--- src/rtl/branch_multi_if.sv ---
// Bundle of issue, writeback and commit-redirect signals for branch_multi.
// BRANCH_STATS_EN adds the statistics clear input and counter outputs.
interface branch_multi_if #(
  parameter int RV         = 64,
  parameter int NLANE      = 2,
  parameter int NCOMMIT    = 32,
  parameter int LNCOMMIT   = 5,
  parameter int BDEC       = 4,
  parameter int CNTRL_SIZE = 7
);
  logic [NLANE-1:0]            enable;
  logic [NLANE*CNTRL_SIZE-1:0] control;
  logic [NLANE*RV-1:0]         r1;
  logic [NLANE*RV-1:0]         r2;
  logic [NLANE*32-1:0]         immed;
  logic [NLANE*(RV-1)-1:0]     pc;
  logic [NLANE*(RV-1)-1:0]     branch_dest;
  logic [NLANE*LNCOMMIT-1:0]   rd;
  logic [NLANE-1:0]            makes_rd;
  logic [NCOMMIT-1:0]          commit_kill;
  logic [LNCOMMIT-1:0]         commit_head;
  logic [NLANE*LNCOMMIT-1:0]   res_rd;
  logic [NLANE-1:0]            res_makes_rd;
  logic [NLANE*RV-1:0]         result;
  logic                        commit_br_valid;
  logic                        commit_br_ready;
  logic [RV-2:0]               commit_br;
  logic [LNCOMMIT-1:0]         commit_br_addr;
  logic                        commit_br_short;
  logic [BDEC-2:0]             commit_br_dec;
`ifdef BRANCH_STATS_EN
  logic                        stat_clr;
  logic [31:0]                 stat_branches;
  logic [31:0]                 stat_mispredicts;
  logic [31:0]                 stat_discards;

  modport slave (
    input  enable, control, r1, r2, immed, pc, branch_dest, rd, makes_rd,
           commit_kill, commit_head, commit_br_ready, stat_clr,
    output res_rd, res_makes_rd, result, commit_br_valid, commit_br,
           commit_br_addr, commit_br_short, commit_br_dec,
           stat_branches, stat_mispredicts, stat_discards
  );
  modport master (
    output enable, control, r1, r2, immed, pc, branch_dest, rd, makes_rd,
           commit_kill, commit_head, commit_br_ready, stat_clr,
    input  res_rd, res_makes_rd, result, commit_br_valid, commit_br,
           commit_br_addr, commit_br_short, commit_br_dec,
           stat_branches, stat_mispredicts, stat_discards
  );
`else
  modport slave (
    input  enable, control, r1, r2, immed, pc, branch_dest, rd, makes_rd,
           commit_kill, commit_head, commit_br_ready,
    output res_rd, res_makes_rd, result, commit_br_valid, commit_br,
           commit_br_addr, commit_br_short, commit_br_dec
  );
  modport master (
    output enable, control, r1, r2, immed, pc, branch_dest, rd, makes_rd,
           commit_kill, commit_head, commit_br_ready,
    input  res_rd, res_makes_rd, result, commit_br_valid, commit_br,
           commit_br_addr, commit_br_short, commit_br_dec
  );
`endif
endinterface

--- src/rtl/branch_multi.sv ---
// NLANE-wide branch/jump resolution: per-lane operand stage, compare/target stage, and an
// age-arbitrated redirect register toward commit. Define BRANCH_STATS_EN for statistics counters.
module branch_multi #(
  parameter int RV         = 64,
  parameter int NLANE      = 2,
  parameter int NCOMMIT    = 32,
  parameter int LNCOMMIT   = 5,
  parameter int BDEC       = 4,
  parameter int CNTRL_SIZE = 7
) (
  input logic           clk,
  input logic           reset_n,
  branch_multi_if.slave bus
);
  typedef logic [RV-2:0]       hpc_t;
  typedef logic [LNCOMMIT-1:0] slot_t;

  logic [NLANE-1:0]                 s1_valid_q, s1_mk_q;
  logic [NLANE-1:0][CNTRL_SIZE-1:0] s1_ctrl_q;
  logic [NLANE-1:0][RV-1:0]         s1_r1_q, s1_r2_q;
  logic [NLANE-1:0][31:0]           s1_imm_q;
  logic [NLANE-1:0][RV-2:0]         s1_pc_q, s1_bd_q;
  logic [NLANE-1:0][LNCOMMIT-1:0]   s1_rd_q;

  logic [NLANE-1:0]                 s2_live, s2_mis, s2_need;
  logic [NLANE-1:0][RV-1:0]         s2_sum;
  logic [NLANE-1:0][RV-2:0]         s2_fall, s2_tgt;

  logic [NLANE-1:0][LNCOMMIT-1:0]   res_rd_q;
  logic [NLANE-1:0]                 res_mk_q;
  logic [NLANE-1:0][RV-1:0]         result_q;

  logic                             br_valid_q, br_valid_d;
  hpc_t                             br_tgt_q, br_tgt_d;
  slot_t                            br_addr_q, br_addr_d;
  logic                             br_short_q, br_short_d;
  logic [BDEC-2:0]                  br_dec_q, br_dec_d;

  logic                             pend_cand, have;
  slot_t                            best_age, lane_age;
  logic [NLANE-1:0]                 win_oh;
  logic                             unused_bits;

  always_ff @(posedge clk or negedge reset_n) begin
    if (!reset_n) begin
      s1_valid_q <= '0;
      s1_mk_q    <= '0;
      s1_ctrl_q  <= '0;
      s1_r1_q    <= '0;
      s1_r2_q    <= '0;
      s1_imm_q   <= '0;
      s1_pc_q    <= '0;
      s1_bd_q    <= '0;
      s1_rd_q    <= '0;
    end else begin
      for (int l = 0; l < NLANE; l++) begin
        s1_valid_q[l] <= bus.enable[l] & ~bus.commit_kill[bus.rd[l*LNCOMMIT +: LNCOMMIT]];
        s1_mk_q[l]    <= bus.makes_rd[l];
        s1_ctrl_q[l]  <= bus.control[l*CNTRL_SIZE +: CNTRL_SIZE];
        s1_r1_q[l]    <= bus.r1[l*RV +: RV];
        s1_r2_q[l]    <= bus.r2[l*RV +: RV];
        s1_imm_q[l]   <= bus.immed[l*32 +: 32];
        s1_pc_q[l]    <= bus.pc[l*(RV-1) +: (RV-1)];
        s1_bd_q[l]    <= bus.branch_dest[l*(RV-1) +: (RV-1)];
        s1_rd_q[l]    <= bus.rd[l*LNCOMMIT +: LNCOMMIT];
      end
    end
  end

  // Control: [5] predicted, [4] short, [3] invert, [2:1] type / [1] pc_rel, [0] cjmp
  always_comb begin
    s2_live = '0;
    s2_mis  = '0;
    s2_need = '0;
    s2_sum  = '0;
    s2_fall = '0;
    s2_tgt  = '0;
    for (int l = 0; l < NLANE; l++) begin
      s2_live[l] = s1_valid_q[l] & ~bus.commit_kill[s1_rd_q[l]];
      s2_fall[l] = s1_pc_q[l] + (s1_ctrl_q[l][4] ? hpc_t'(1) : hpc_t'(2));
      if (s1_ctrl_q[l][0] | s1_ctrl_q[l][1])
        s2_sum[l] = {s1_pc_q[l], 1'b0} + RV'($signed(s1_imm_q[l]));
      else
        s2_sum[l] = s1_r1_q[l] + RV'($signed(s1_imm_q[l]));
      case (s1_ctrl_q[l][2:1])
        2'd2:    s2_need[l] = $signed(s1_r1_q[l]) < $signed(s1_r2_q[l]);
        2'd3:    s2_need[l] = s1_r1_q[l] < s1_r2_q[l];
        default: s2_need[l] = s1_r1_q[l] == s1_r2_q[l];
      endcase
      if (s1_ctrl_q[l][0]) begin
        s2_tgt[l] = s1_ctrl_q[l][5] ? s2_fall[l] : s2_sum[l][RV-1:1];
        s2_mis[l] = s2_live[l] & (s1_ctrl_q[l][5] ^ s1_ctrl_q[l][3] ^ s2_need[l]);
      end else begin
        s2_tgt[l] = s2_sum[l][RV-1:1];
        s2_mis[l] = s2_live[l] & (~s1_ctrl_q[l][5] | (s2_sum[l][RV-1:1] != s1_bd_q[l]));
      end
    end
  end

  always_ff @(posedge clk or negedge reset_n) begin
    if (!reset_n) begin
      res_rd_q <= '0;
      res_mk_q <= '0;
      result_q <= '0;
    end else begin
      for (int l = 0; l < NLANE; l++) begin
        res_rd_q[l] <= s1_rd_q[l];
        res_mk_q[l] <= s2_live[l] & s1_mk_q[l];
        result_q[l] <= {s2_fall[l], 1'b0};
      end
    end
  end

  // Oldest-first selection; strict compare keeps the pending redirect, then the lowest lane, on ties.
  always_comb begin
    pend_cand = br_valid_q & ~bus.commit_kill[br_addr_q] & ~bus.commit_br_ready;
    have      = pend_cand;
    best_age  = br_addr_q - bus.commit_head;
    lane_age  = '0;
    win_oh    = '0;
    for (int l = 0; l < NLANE; l++) begin
      lane_age = s1_rd_q[l] - bus.commit_head;
      if (s2_mis[l] && (!have || lane_age < best_age)) begin
        have      = 1'b1;
        best_age  = lane_age;
        win_oh    = '0;
        win_oh[l] = 1'b1;
      end
    end
  end

  always_comb begin
    br_valid_d = pend_cand | (|win_oh);
    br_tgt_d   = br_tgt_q;
    br_addr_d  = br_addr_q;
    br_short_d = br_short_q;
    br_dec_d   = br_dec_q;
    for (int l = 0; l < NLANE; l++) begin
      if (win_oh[l]) begin
        br_tgt_d   = s2_tgt[l];
        br_addr_d  = s1_rd_q[l];
        br_short_d = s1_ctrl_q[l][4];
        br_dec_d   = s1_pc_q[l][BDEC-2:0];
      end
    end
  end

  always_ff @(posedge clk or negedge reset_n) begin
    if (!reset_n) begin
      br_valid_q <= 1'b0;
      br_tgt_q   <= '0;
      br_addr_q  <= '0;
      br_short_q <= 1'b0;
      br_dec_q   <= '0;
    end else begin
      br_valid_q <= br_valid_d;
      br_tgt_q   <= br_tgt_d;
      br_addr_q  <= br_addr_d;
      br_short_q <= br_short_d;
      br_dec_q   <= br_dec_d;
    end
  end

  always_comb begin
    unused_bits = 1'b0;
    for (int l = 0; l < NLANE; l++)
      unused_bits = unused_bits ^ s2_sum[l][0] ^ (^s1_ctrl_q[l][CNTRL_SIZE-1:6]);
  end

  assign bus.res_rd          = res_rd_q;
  assign bus.res_makes_rd    = res_mk_q;
  assign bus.result          = result_q;
  assign bus.commit_br_valid = br_valid_q;
  assign bus.commit_br       = br_tgt_q;
  assign bus.commit_br_addr  = br_addr_q;
  assign bus.commit_br_short = br_short_q;
  assign bus.commit_br_dec   = br_dec_q;

`ifdef BRANCH_STATS_EN
  logic [31:0] n_live, n_disc;
  logic [31:0] stat_br_q, stat_mis_q, stat_disc_q;

  function automatic logic [31:0] sat_add(input logic [31:0] a, input logic [31:0] b);
    logic [32:0] s;
    s = {1'b0, a} + {1'b0, b};
    return s[32] ? '1 : s[31:0];
  endfunction

  always_comb begin
    n_live = '0;
    n_disc = '0;
    for (int l = 0; l < NLANE; l++) begin
      n_live = n_live + 32'(s2_live[l]);
      n_disc = n_disc + 32'(s2_mis[l] & ~win_oh[l]);
    end
  end

  always_ff @(posedge clk or negedge reset_n) begin
    if (!reset_n) begin
      stat_br_q   <= '0;
      stat_mis_q  <= '0;
      stat_disc_q <= '0;
    end else if (bus.stat_clr) begin
      stat_br_q   <= '0;
      stat_mis_q  <= '0;
      stat_disc_q <= '0;
    end else begin
      stat_br_q   <= sat_add(stat_br_q, n_live);
      stat_mis_q  <= sat_add(stat_mis_q, {31'd0, |win_oh});
      stat_disc_q <= sat_add(stat_disc_q, n_disc);
    end
  end

  assign bus.stat_branches    = stat_br_q;
  assign bus.stat_mispredicts = stat_mis_q;
  assign bus.stat_discards    = stat_disc_q;
`endif
endmodule

--- src/flat_wrapper.sv ---
// flat-port wrapper written by rule: the top's interface ports become plain ports
module branch_multi_flat 
#(
  parameter int RV         = 64,
  parameter int NLANE      = 2,
  parameter int NCOMMIT    = 32,
  parameter int LNCOMMIT   = 5,
  parameter int BDEC       = 4,
  parameter int CNTRL_SIZE = 7
)
  (clk, reset_n, bus_enable, bus_control, bus_r1, bus_r2, bus_immed, bus_pc, bus_branch_dest, bus_rd, bus_makes_rd, bus_commit_kill, bus_commit_head, bus_commit_br_ready, bus_res_rd, bus_res_makes_rd, bus_result, bus_commit_br_valid, bus_commit_br, bus_commit_br_addr, bus_commit_br_short, bus_commit_br_dec);
  branch_multi_if #(.RV(RV), .NLANE(NLANE), .NCOMMIT(NCOMMIT), .LNCOMMIT(LNCOMMIT), .BDEC(BDEC), .CNTRL_SIZE(CNTRL_SIZE)) bus_i ();
  input logic clk;
  input logic reset_n;
  input wire logic [$bits(bus_i.enable)-1:0] bus_enable;
  input wire logic [$bits(bus_i.control)-1:0] bus_control;
  input wire logic [$bits(bus_i.r1)-1:0] bus_r1;
  input wire logic [$bits(bus_i.r2)-1:0] bus_r2;
  input wire logic [$bits(bus_i.immed)-1:0] bus_immed;
  input wire logic [$bits(bus_i.pc)-1:0] bus_pc;
  input wire logic [$bits(bus_i.branch_dest)-1:0] bus_branch_dest;
  input wire logic [$bits(bus_i.rd)-1:0] bus_rd;
  input wire logic [$bits(bus_i.makes_rd)-1:0] bus_makes_rd;
  input wire logic [$bits(bus_i.commit_kill)-1:0] bus_commit_kill;
  input wire logic [$bits(bus_i.commit_head)-1:0] bus_commit_head;
  input wire logic [$bits(bus_i.commit_br_ready)-1:0] bus_commit_br_ready;
  output wire logic [$bits(bus_i.res_rd)-1:0] bus_res_rd;
  output wire logic [$bits(bus_i.res_makes_rd)-1:0] bus_res_makes_rd;
  output wire logic [$bits(bus_i.result)-1:0] bus_result;
  output wire logic [$bits(bus_i.commit_br_valid)-1:0] bus_commit_br_valid;
  output wire logic [$bits(bus_i.commit_br)-1:0] bus_commit_br;
  output wire logic [$bits(bus_i.commit_br_addr)-1:0] bus_commit_br_addr;
  output wire logic [$bits(bus_i.commit_br_short)-1:0] bus_commit_br_short;
  output wire logic [$bits(bus_i.commit_br_dec)-1:0] bus_commit_br_dec;
  assign bus_i.enable = bus_enable;
  assign bus_i.control = bus_control;
  assign bus_i.r1 = bus_r1;
  assign bus_i.r2 = bus_r2;
  assign bus_i.immed = bus_immed;
  assign bus_i.pc = bus_pc;
  assign bus_i.branch_dest = bus_branch_dest;
  assign bus_i.rd = bus_rd;
  assign bus_i.makes_rd = bus_makes_rd;
  assign bus_i.commit_kill = bus_commit_kill;
  assign bus_i.commit_head = bus_commit_head;
  assign bus_i.commit_br_ready = bus_commit_br_ready;
  assign bus_res_rd = bus_i.res_rd;
  assign bus_res_makes_rd = bus_i.res_makes_rd;
  assign bus_result = bus_i.result;
  assign bus_commit_br_valid = bus_i.commit_br_valid;
  assign bus_commit_br = bus_i.commit_br;
  assign bus_commit_br_addr = bus_i.commit_br_addr;
  assign bus_commit_br_short = bus_i.commit_br_short;
  assign bus_commit_br_dec = bus_i.commit_br_dec;
  branch_multi #(.RV(RV), .NLANE(NLANE), .NCOMMIT(NCOMMIT), .LNCOMMIT(LNCOMMIT), .BDEC(BDEC), .CNTRL_SIZE(CNTRL_SIZE)) u_core (.clk(clk), .reset_n(reset_n), .bus(bus_i));
endmodule
--- config.mk ---
export PLATFORM = sky130hd
export DESIGN_NAME = branch_multi_flat
export DESIGN_NICKNAME = d
export VERILOG_FILES = /design/src/rtl/branch_multi_if.sv /design/src/rtl/branch_multi.sv /design/src/flat_wrapper.sv
export SDC_FILE = /design/constraint.sdc
export NUM_CORES = 2
export LEC_CHECK = 0
export CORE_ASPECT_RATIO = 0.9
export CORE_MARGIN = 1
export CORE_UTILIZATION = 46
export CTS_CLUSTER_SIZE = 40
export DETAILED_ROUTE_END_ITERATION = 10
export GPL_TIMING_DRIVEN = 0
export PLACE_DENSITY = 0.7
export SYNTH_ARGS = -nofsm -noshare
export SYNTH_HDL_FRONTEND = slang
export SYNTH_SLANG_ARGS = --single-unit
--- constraint.sdc ---
create_clock -name clk -period 10.43 [get_ports clk]
set_input_delay 1.5645 -clock clk [delete_from_list [all_inputs] [get_ports clk]]
set_output_delay 1.5645 -clock clk [all_outputs]
set_load 0.1 [all_outputs]
-- Word-level counts from Yosys, hierarchy flattened
Cells that the tools add are included.
- output and inout port bits: 213
- flip-flop bits (word level): 809
- input port bits: 640
- word-level logic and storage cells: 125
- reductions and logical operators: 8
- mux-type cells: 34
- $lt $le $gt $ge: 11
- add/subtract/negate cells: 9
- eq/ne operators: 8
- bitwise gates (word level): 29
- operators by type and width (kind ; number):
    63-bit 2-to-1 mux ; 6
    64-bit adder ; 4
    64-bit < comparator ; 4
    64-bit == test ; 2
    64-bit 2-to-1 mux ; 2
    63-bit adder ; 2
    63-bit != test ; 2
    5-bit by 6-bit < comparator with 1-bit output (second input constant) ; 5
    1-bit binary-select mux with 5-bit select ; 5
    5-bit 2-to-1 mux ; 3
    5-bit subtractor ; 3
    1-bit AND ; 12
    1-bit 2-to-1 mux ; 11
    5-bit < comparator ; 2
    2-bit == test (second input constant) ; 4
    1-bit NOT ; 8
    2-bit 2-to-1 mux ; 3
    3-bit 2-to-1 mux ; 2
    1-bit OR ; 5
    1-bit case mux with 2 select lines ; 2
    1-bit bitwise XOR ; 4
    1-bit logical AND ; 2
    1-bit zero test ; 2
    1-bit logical OR ; 2
    2 further kinds ; 2

-- Longest topological paths before layout
- depth in word-level cells: 15
- mapped depth: 29
- depth with buffers taken out: 25

-- Worst setup path before layout
No wires, ideal clock.
- path kind: register -> register
- start: register u_core.s1_imm_q[31] in the netlist's numbering
- end: register u_core.br_tgt_q[21], in the netlist u_core.bus.commit_br[21]
- data arrival time: 7.595 ns
- setup time: 0.125 ns
- required time: 10.305 ns
- stages on the path, launching flop included: 28
- buffers on the path: 5
- clock period less this slack: 7.720 ns
- slack: 2.710 ns
- path through: dfrtp_1 -> ha_1 -> buf_2 -> and4_1 -> nand2_1 -> or4_4 -> a2111oi_4 -> nor3_1 -> o41a_1 -> xnor3_1 -> o211ai_1 -> a2111o_1 -> a2111o_1 -> or4_4 -> o31ai_4 -> buf_2 -> buf_2 -> o21ai_0 -> ha_1 -> a21o_1 -> a21o_1 -> a21oi_1 -> nand3_1 -> o31ai_1 -> o211ai_1 -> buf_2 -> buf_6 -> mux2_4
- longest elaborated chain between the ends: 13
- elaborated cells between the ends (all ways): 18
- classes of those cells: add/sub (2); order compare (1); eq/ne (1); mux (7); bitwise (2); reduce/logical (5)
- RTL lines (what ; RTL line ; text):
    start: declaration ; branch_multi.sv:21 ; logic [NLANE-1:0][31:0] s1_imm_q;
    start signal: indexed assignment ; branch_multi.sv:62 ; s1_imm_q[l] <= bus.immed[l*32 +: 32];
    64-bit adder, on equally long branches ; branch_multi.sv:84, branch_multi.sv:82 ;
    64-bit 2-to-1 mux * ; branch_multi.sv:81 ; if (s1_ctrl_q[l][0] | s1_ctrl_q[l][1])
    63-bit != test * ; branch_multi.sv:95 ; s2_mis[l] = s2_live[l] & (~s1_ctrl_q[l][5] | (s2_sum[l][RV-1:1] != s1_bd_q[l]));
    1-bit OR * ; branch_multi.sv:95 ;
    1-bit AND * ; branch_multi.sv:95 ;
    1-bit 2-to-1 mux * ; branch_multi.sv:90 ; if (s1_ctrl_q[l][0]) begin
    1-bit logical AND * ; branch_multi.sv:123 ; if (s2_mis[l] && (!have || lane_age < best_age)) begin
    5-bit 2-to-1 mux or 1-bit 2-to-1 mux (tied branches) ; branch_multi.sv:123 ;
    5-bit < comparator or 1-bit zero test (tied branches) ; branch_multi.sv:123 ;
    1-bit logical OR ; branch_multi.sv:123 ;
    1-bit logical AND ; branch_multi.sv:123 ;
    2-bit 2-to-1 mux * ; branch_multi.sv:123 ;
    63-bit 2-to-1 mux or 2-bit nonzero test (tied branches) ; n/a ;
    end signal: assignment ; branch_multi.sv:157 ; br_tgt_q <= br_tgt_d;
    end: declaration ; branch_multi.sv:34 ; hpc_t br_tgt_q, br_tgt_d;
Mark *: on every way between the ends. The rest lies on a longest branch, timed or not.
A chain may end at the register's enable or synchronous reset.

-- Worst setup path in the final report
- start: register u_core.s1_ctrl_q[1] in the netlist's numbering
- end: register u_core.br_addr_q[1], in the netlist u_core.bus.commit_br_addr[1]
- longest elaborated chain between the ends: 13
- elaborated cells between the ends (all ways): 22
- classes of those cells: order compare (1); eq/ne (3); mux (8); bitwise (5); reduce/logical (5)
- RTL lines (what ; RTL line ; text):
    start: declaration ; branch_multi.sv:19 ; logic [NLANE-1:0][CNTRL_SIZE-1:0] s1_ctrl_q;
    start signal: indexed assignment ; branch_multi.sv:59 ; s1_ctrl_q[l] <= bus.control[l*CNTRL_SIZE +: CNTRL_SIZE];
    1-bit OR ; branch_multi.sv:81 ;
    64-bit 2-to-1 mux ; branch_multi.sv:81 ;
    63-bit != test ; branch_multi.sv:95 ;
    1-bit OR ; branch_multi.sv:95 ;
    1-bit AND ; branch_multi.sv:95 ;
    1-bit 2-to-1 mux * ; branch_multi.sv:90 ;
    1-bit logical AND * ; branch_multi.sv:123 ;
    5-bit 2-to-1 mux or 1-bit 2-to-1 mux (tied branches) ; branch_multi.sv:123 ;
    5-bit < comparator or 1-bit zero test (tied branches) ; branch_multi.sv:123 ;
    1-bit logical OR ; branch_multi.sv:123 ;
    1-bit logical AND ; branch_multi.sv:123 ;
    2-bit 2-to-1 mux * ; branch_multi.sv:123 ;
    5-bit 2-to-1 mux or 2-bit nonzero test (tied branches) ; n/a ;
    end signal: assignment ; branch_multi.sv:158 ; br_addr_q <= br_addr_d;
    end: declaration ; branch_multi.sv:35 ; slot_t br_addr_q, br_addr_d;
Marks and branches as above.

==> run summary <==
=====================================================================================================
DRC violation count after routing                                                                   0
Slowest Stage Delay on Critical Path                                                          0.91 ns
Commonest register cell after synthesis                                                       dfrtp_1
Fraction of the mapped netlist area in compound gates                                           0.201
Avg WL per Cell                                                                          30.9 microns
RSZ-0062 raised after global routing                                                            false
Number of antenna violations at the first check in global routing                                  29
Count of buffers from port buffering                                                              848
Total negative setup slack                                                                       0 ns
Post-synthesis area per instance                                                           9.14 sq um
Post-synthesis share of cell area spent on full adders, half adders and majority gates         0.0944
Combinational family with the most area after synthesis                                  compound AO/OA/AOI/OAI gates
Final setup violation count                                                                         0
Final Skew                                                                                  0.0382 ns
Outcome                                                                                  finished with violations
Clock transition at path regs                                                                 0.07 ns
Warnings from Yosys                                                                                 0
Post-route antenna net violation count                                                              0
Post-synth top area share                                                                       0.369
Top-Level Pins                                                                                    853
Worst Hold Margin                                                                            0.431 ns
Area share of xor/xnor cells in the synthesized design                                         0.0766
Maximum number of pins on one net before global-route repair                                      131
Critical Path Slowest Stage Cell                                                             clkbuf_1
Aggregate routed wire length                                                             266,000 microns
Share of the yosys chip area belonging to registers                                             0.369
Number of nets at the end of the flow                                                           7,999
Distinct cell type count after synthesis                                                           99
FF+latch area                                                                            20,200 sq um
Vias per inst                                                                                    6.39
Layout Utilization                                                                              0.584
Number of vias in the routed layout                                                            55,000
CTS sink cnt                                                                                      809
HPWL reported at the end of detailed placement                                           222,000 microns
Synthesized-area fraction occupied by and/or/nand/nor cells                                     0.174
Worst Setup End Kind                                                                        flip-flop
Global-route wire length before repair                                                   376,000 microns
Class of the worst hold path                                                                  reg2reg
Final-report hold violation count                                                                   0
Setup Buffers After CTS                                                                             0
Placer congestion estimate                                                                       1.05
Highest Clock Rate                                                                         0.0965 GHz
CP Data Arrival Time                                                                         10.97 ns
Std cell rows                                                                                     119
Starting density of the core                                                                    0.466
Buffer cell driving the clock tree root                                                     clkbuf_16
Die extent in x                                                                           366 microns
Max Cap Viol                                                                                        1
Overflow left after global routing                                                                  0
Worst ir drop on vdd                                                                         0.187 mV
Cell types with the largest area share after synthesis                                   dfrtp_1 37%, ha_1 9.1%, a21oi_1 4.7%, xnor2_1 4.3%, nand2_1 3.8%
Area growth from synthesis to final layout                                                      25.2%
Area leader, netlist                                                                          dfrtp_1
Length of the first detailed-routing pass in iterations                                             7
Synth Cell Area                                                                          54,900 sq um
Clock insertion delay at the later pin of the skew report                                     0.73 ns
Clock tree from TritonCTS                                                                       built
Data required time at the worst endpoint                                                     11.03 ns
Multi-input combinational cell area                                                      32,700 sq um
Launching element type of the critical path                                                 flip-flop
Max transition margin                                                                         -0.0386
Fin crit share                                                                                  0.994
Share of layout cells above drive strength 1                                                   0.0496
Maximum root-to-sink buffer count                                                                   3
Worst slack at placement                                                                    -0.443 ns
Slew Limit Fails                                                                                    5
Type of the setup path with the least slack                                                   reg2reg
Minimum clock period                                                                         10.37 ns
Crit path buf inv count                                                                             9
Crit-path most repeated cell                                                                    buf_2
Count of hold-fix buffers inserted at cts                                                           0
GRT Total Usage                                                                                 0.431
# fillers                                                                                      10,000
Number of buffers inserted during clock tree synthesis                                             84
Register bit count reported by yosys                                                              809
Setup ws final                                                                              0.0636 ns
Async SR Flop Fraction                                                                           1.00
PD cells                                                                                  177 nW/um^2
Y dimension of the die                                                                    330 microns
Critical path's top delay family                                                         buffers and inverters
Power after layout                                                                            12.2 mW
Highest fanout seen on the critical path                                                           19
Leakage power                                                                                 29.2 nW
EDFF count, synth                                                                                   0
Post-CTS Resized                                                                                    5
Transition time at the pin with the least slew margin                                         1.55 ns
CTS H-Tree Depth                                                                                    3
Area of the core region                                                                  118,000 sq um
Area enclosed by the die boundary                                                        121,000 sq um
Violation count after the first detailed-routing iteration                                      6,432
Number of cells produced by synthesis                                                           6,008
Mux share of post-synthesis cell area                                                          0.0477
Violated checks                                                                          max-capacitance violations, max-slew violations
Number of global-route vias before repair                                                      53,900
=====================================================================================================
## state kept, by name, summed over array words and instances (netlist names), 2 cells and up
signal and count:
u_core.bus.commit_br 63, u_core.bus.commit_br_addr 5, u_core.bus.commit_br_dec 3, u_core.bus.res_makes_rd 2, u_core.bus.res_rd 10, u_core.bus.result 126, u_core.s1_bd_q 126, u_core.s1_ctrl_q 12
u_core.s1_imm_q 64, u_core.s1_mk_q 2, u_core.s1_pc_q 126, u_core.s1_r1_q 128, u_core.s1_r2_q 128, u_core.s1_rd_q 10, u_core.s1_valid_q 2
## power breakdown
group,internal [mW],switching (mW),total [mW]
combinational,1.56,3.50,5.06
sequential,3.43,0.369,3.79
clock,1.96,1.37,3.33
total,6.94,5.24,12.2
## layout make-up
| type | instances | area share |
|---|---|---|
| Antenna cell | 17 | 0.000619 |
| Buffer | 290 | 0.0170 |
| Clock buffer | 117 | 0.0366 |
| Clock inverter | 38 | 0.00824 |
| Inverter | 234 | 0.0128 |
| Multi-Input combinational cell | 4674 | 0.475 |
| Sequential cell | 809 | 0.294 |
| Tap cell | 1573 | 0.0286 |
| Timing Repair Buffer | 857 | 0.127 |
## synth_stat cells, drive strengths merged, types with 24 or more instances
master,n
a2111oi,32
a211oi,92
a21o,136
a21oi,521
a221oi,26
a31oi,39
and2,51
and3,69
and4,29
buf,70
clkbuf,222
dfrtp,809
ha,400
inv,234
mux2i,121
mux4,50
nand2,552
nand2b,37
nand3,151
nand3b,30
nand4,183
nor2,395
nor2b,42
nor3,143
nor3b,32
nor4,45
o2111ai,27
o211ai,113
o21a,69
o21ai,349
o21bai,29
o31ai,30
or3,60
or4,24
xnor2,271
xor2,173
## cells by family after synthesis
group	Yosys count
buffers and inverters	526
AOI/OAI and AO/OA	1698
other	1
muxes	193
DFF	809
adders and majority gates	409
xor gates and xnor gates	458
and+or+nand+nor	1914
## metrics by stage
stage	instance area, sq um	cells
after floorplan	54900	6009
after global placement	65400	8430
after detailed placement	65600	8439
after CTS	68700	8593
after global routing	68700	8597
final	68800	8609
## cells in the final DEF (no fill, tap or decap), types with 27 or more instances in the layout
cell type / netlist / final
and3_1: 69 / 69
o21bai_1: 29 / 29
nor2b_1: 42 / 42
ha_1: 400 / 400
o2111ai_1: 27 / 27
nor4_1: 45 / 43
a21o_1: 136 / 136
nand4_1: 183 / 183
and4_1: 29 / 29
o21a_1: 69 / 69
nand3b_1: 30 / 30
nand3_1: 151 / 151
clkdlybuf4s50_1: 0 / 847
clkbuf_1: 221 / 221
xnor2_1: 271 / 271
or3_1: 60 / 60
o31ai_1: 27 / 27
o211ai_1: 112 / 112
a211oi_1: 89 / 87
a31oi_1: 39 / 39
mux2i_1: 121 / 120
inv_1: 234 / 234
nor2_1: 395 / 394
nand2_1: 552 / 552
clkbuf_16: 0 / 87
nor3_1: 143 / 143
a21oi_1: 519 / 519
and2_1: 50 / 50
nand2b_1: 37 / 37
dfrtp_1: 809 / 807
nor3b_1: 32 / 32
buf_2: 40 / 41
o21ai_0: 335 / 335
xor2_1: 173 / 173
mux4_2: 50 / 50
## final timing paths
| kind | from | endpoint | slack [ns] | cells past startpoint |
|---|---|---|---|---|
| worst max-delay path | u_core.s1_ctrl_q[1] | u_core.bus.commit_br_addr[1] | 0.06 | 25 |
| worst min-delay path | u_core.s1_rd_q[0] | u_core.bus.res_rd[0] | 0.43 | 0 |
| worst max register to register | u_core.s1_ctrl_q[1] | u_core.bus.commit_br_addr[1] | 0.06 | 25 |
| worst min register to register | u_core.s1_rd_q[0] | u_core.bus.res_rd[0] | 0.43 | 0 |
| max in group asynchronous | reset_n | u_core.s1_r1_q[119] | 7.36 | 4 |
| min in group asynchronous | reset_n | u_core.s1_r2_q[9] | 0.86 | 1 |
## routing by layer
layer / track usage / up-vias / part of all wire / wire, microns
met3: 0.105 / 812 / 0.10 / 26900
met5: 0 / - / 0.00042 / 112
met4: 0.264 / 16 / 0.072 / 19100
li1: - / 24000 / - / -
met1: 0.536 / 26800 / 0.38 / 102000
met2: 0.680 / 3353 / 0.44 / 118000
## worst reg2reg max path: cells and delay by family, from the launching register on
kind,cells,cell delay (ns)
AO/OA/AOI/OAI,9,2.47
buffers and inverters,9,5.07
AND/OR/NAND/NOR,5,1.26
multiplexers,1,0.33
flip-flops,1,0.82
adder cells (fa/ha/maj),1,0.32
Power figures use the tool's default switching activity.
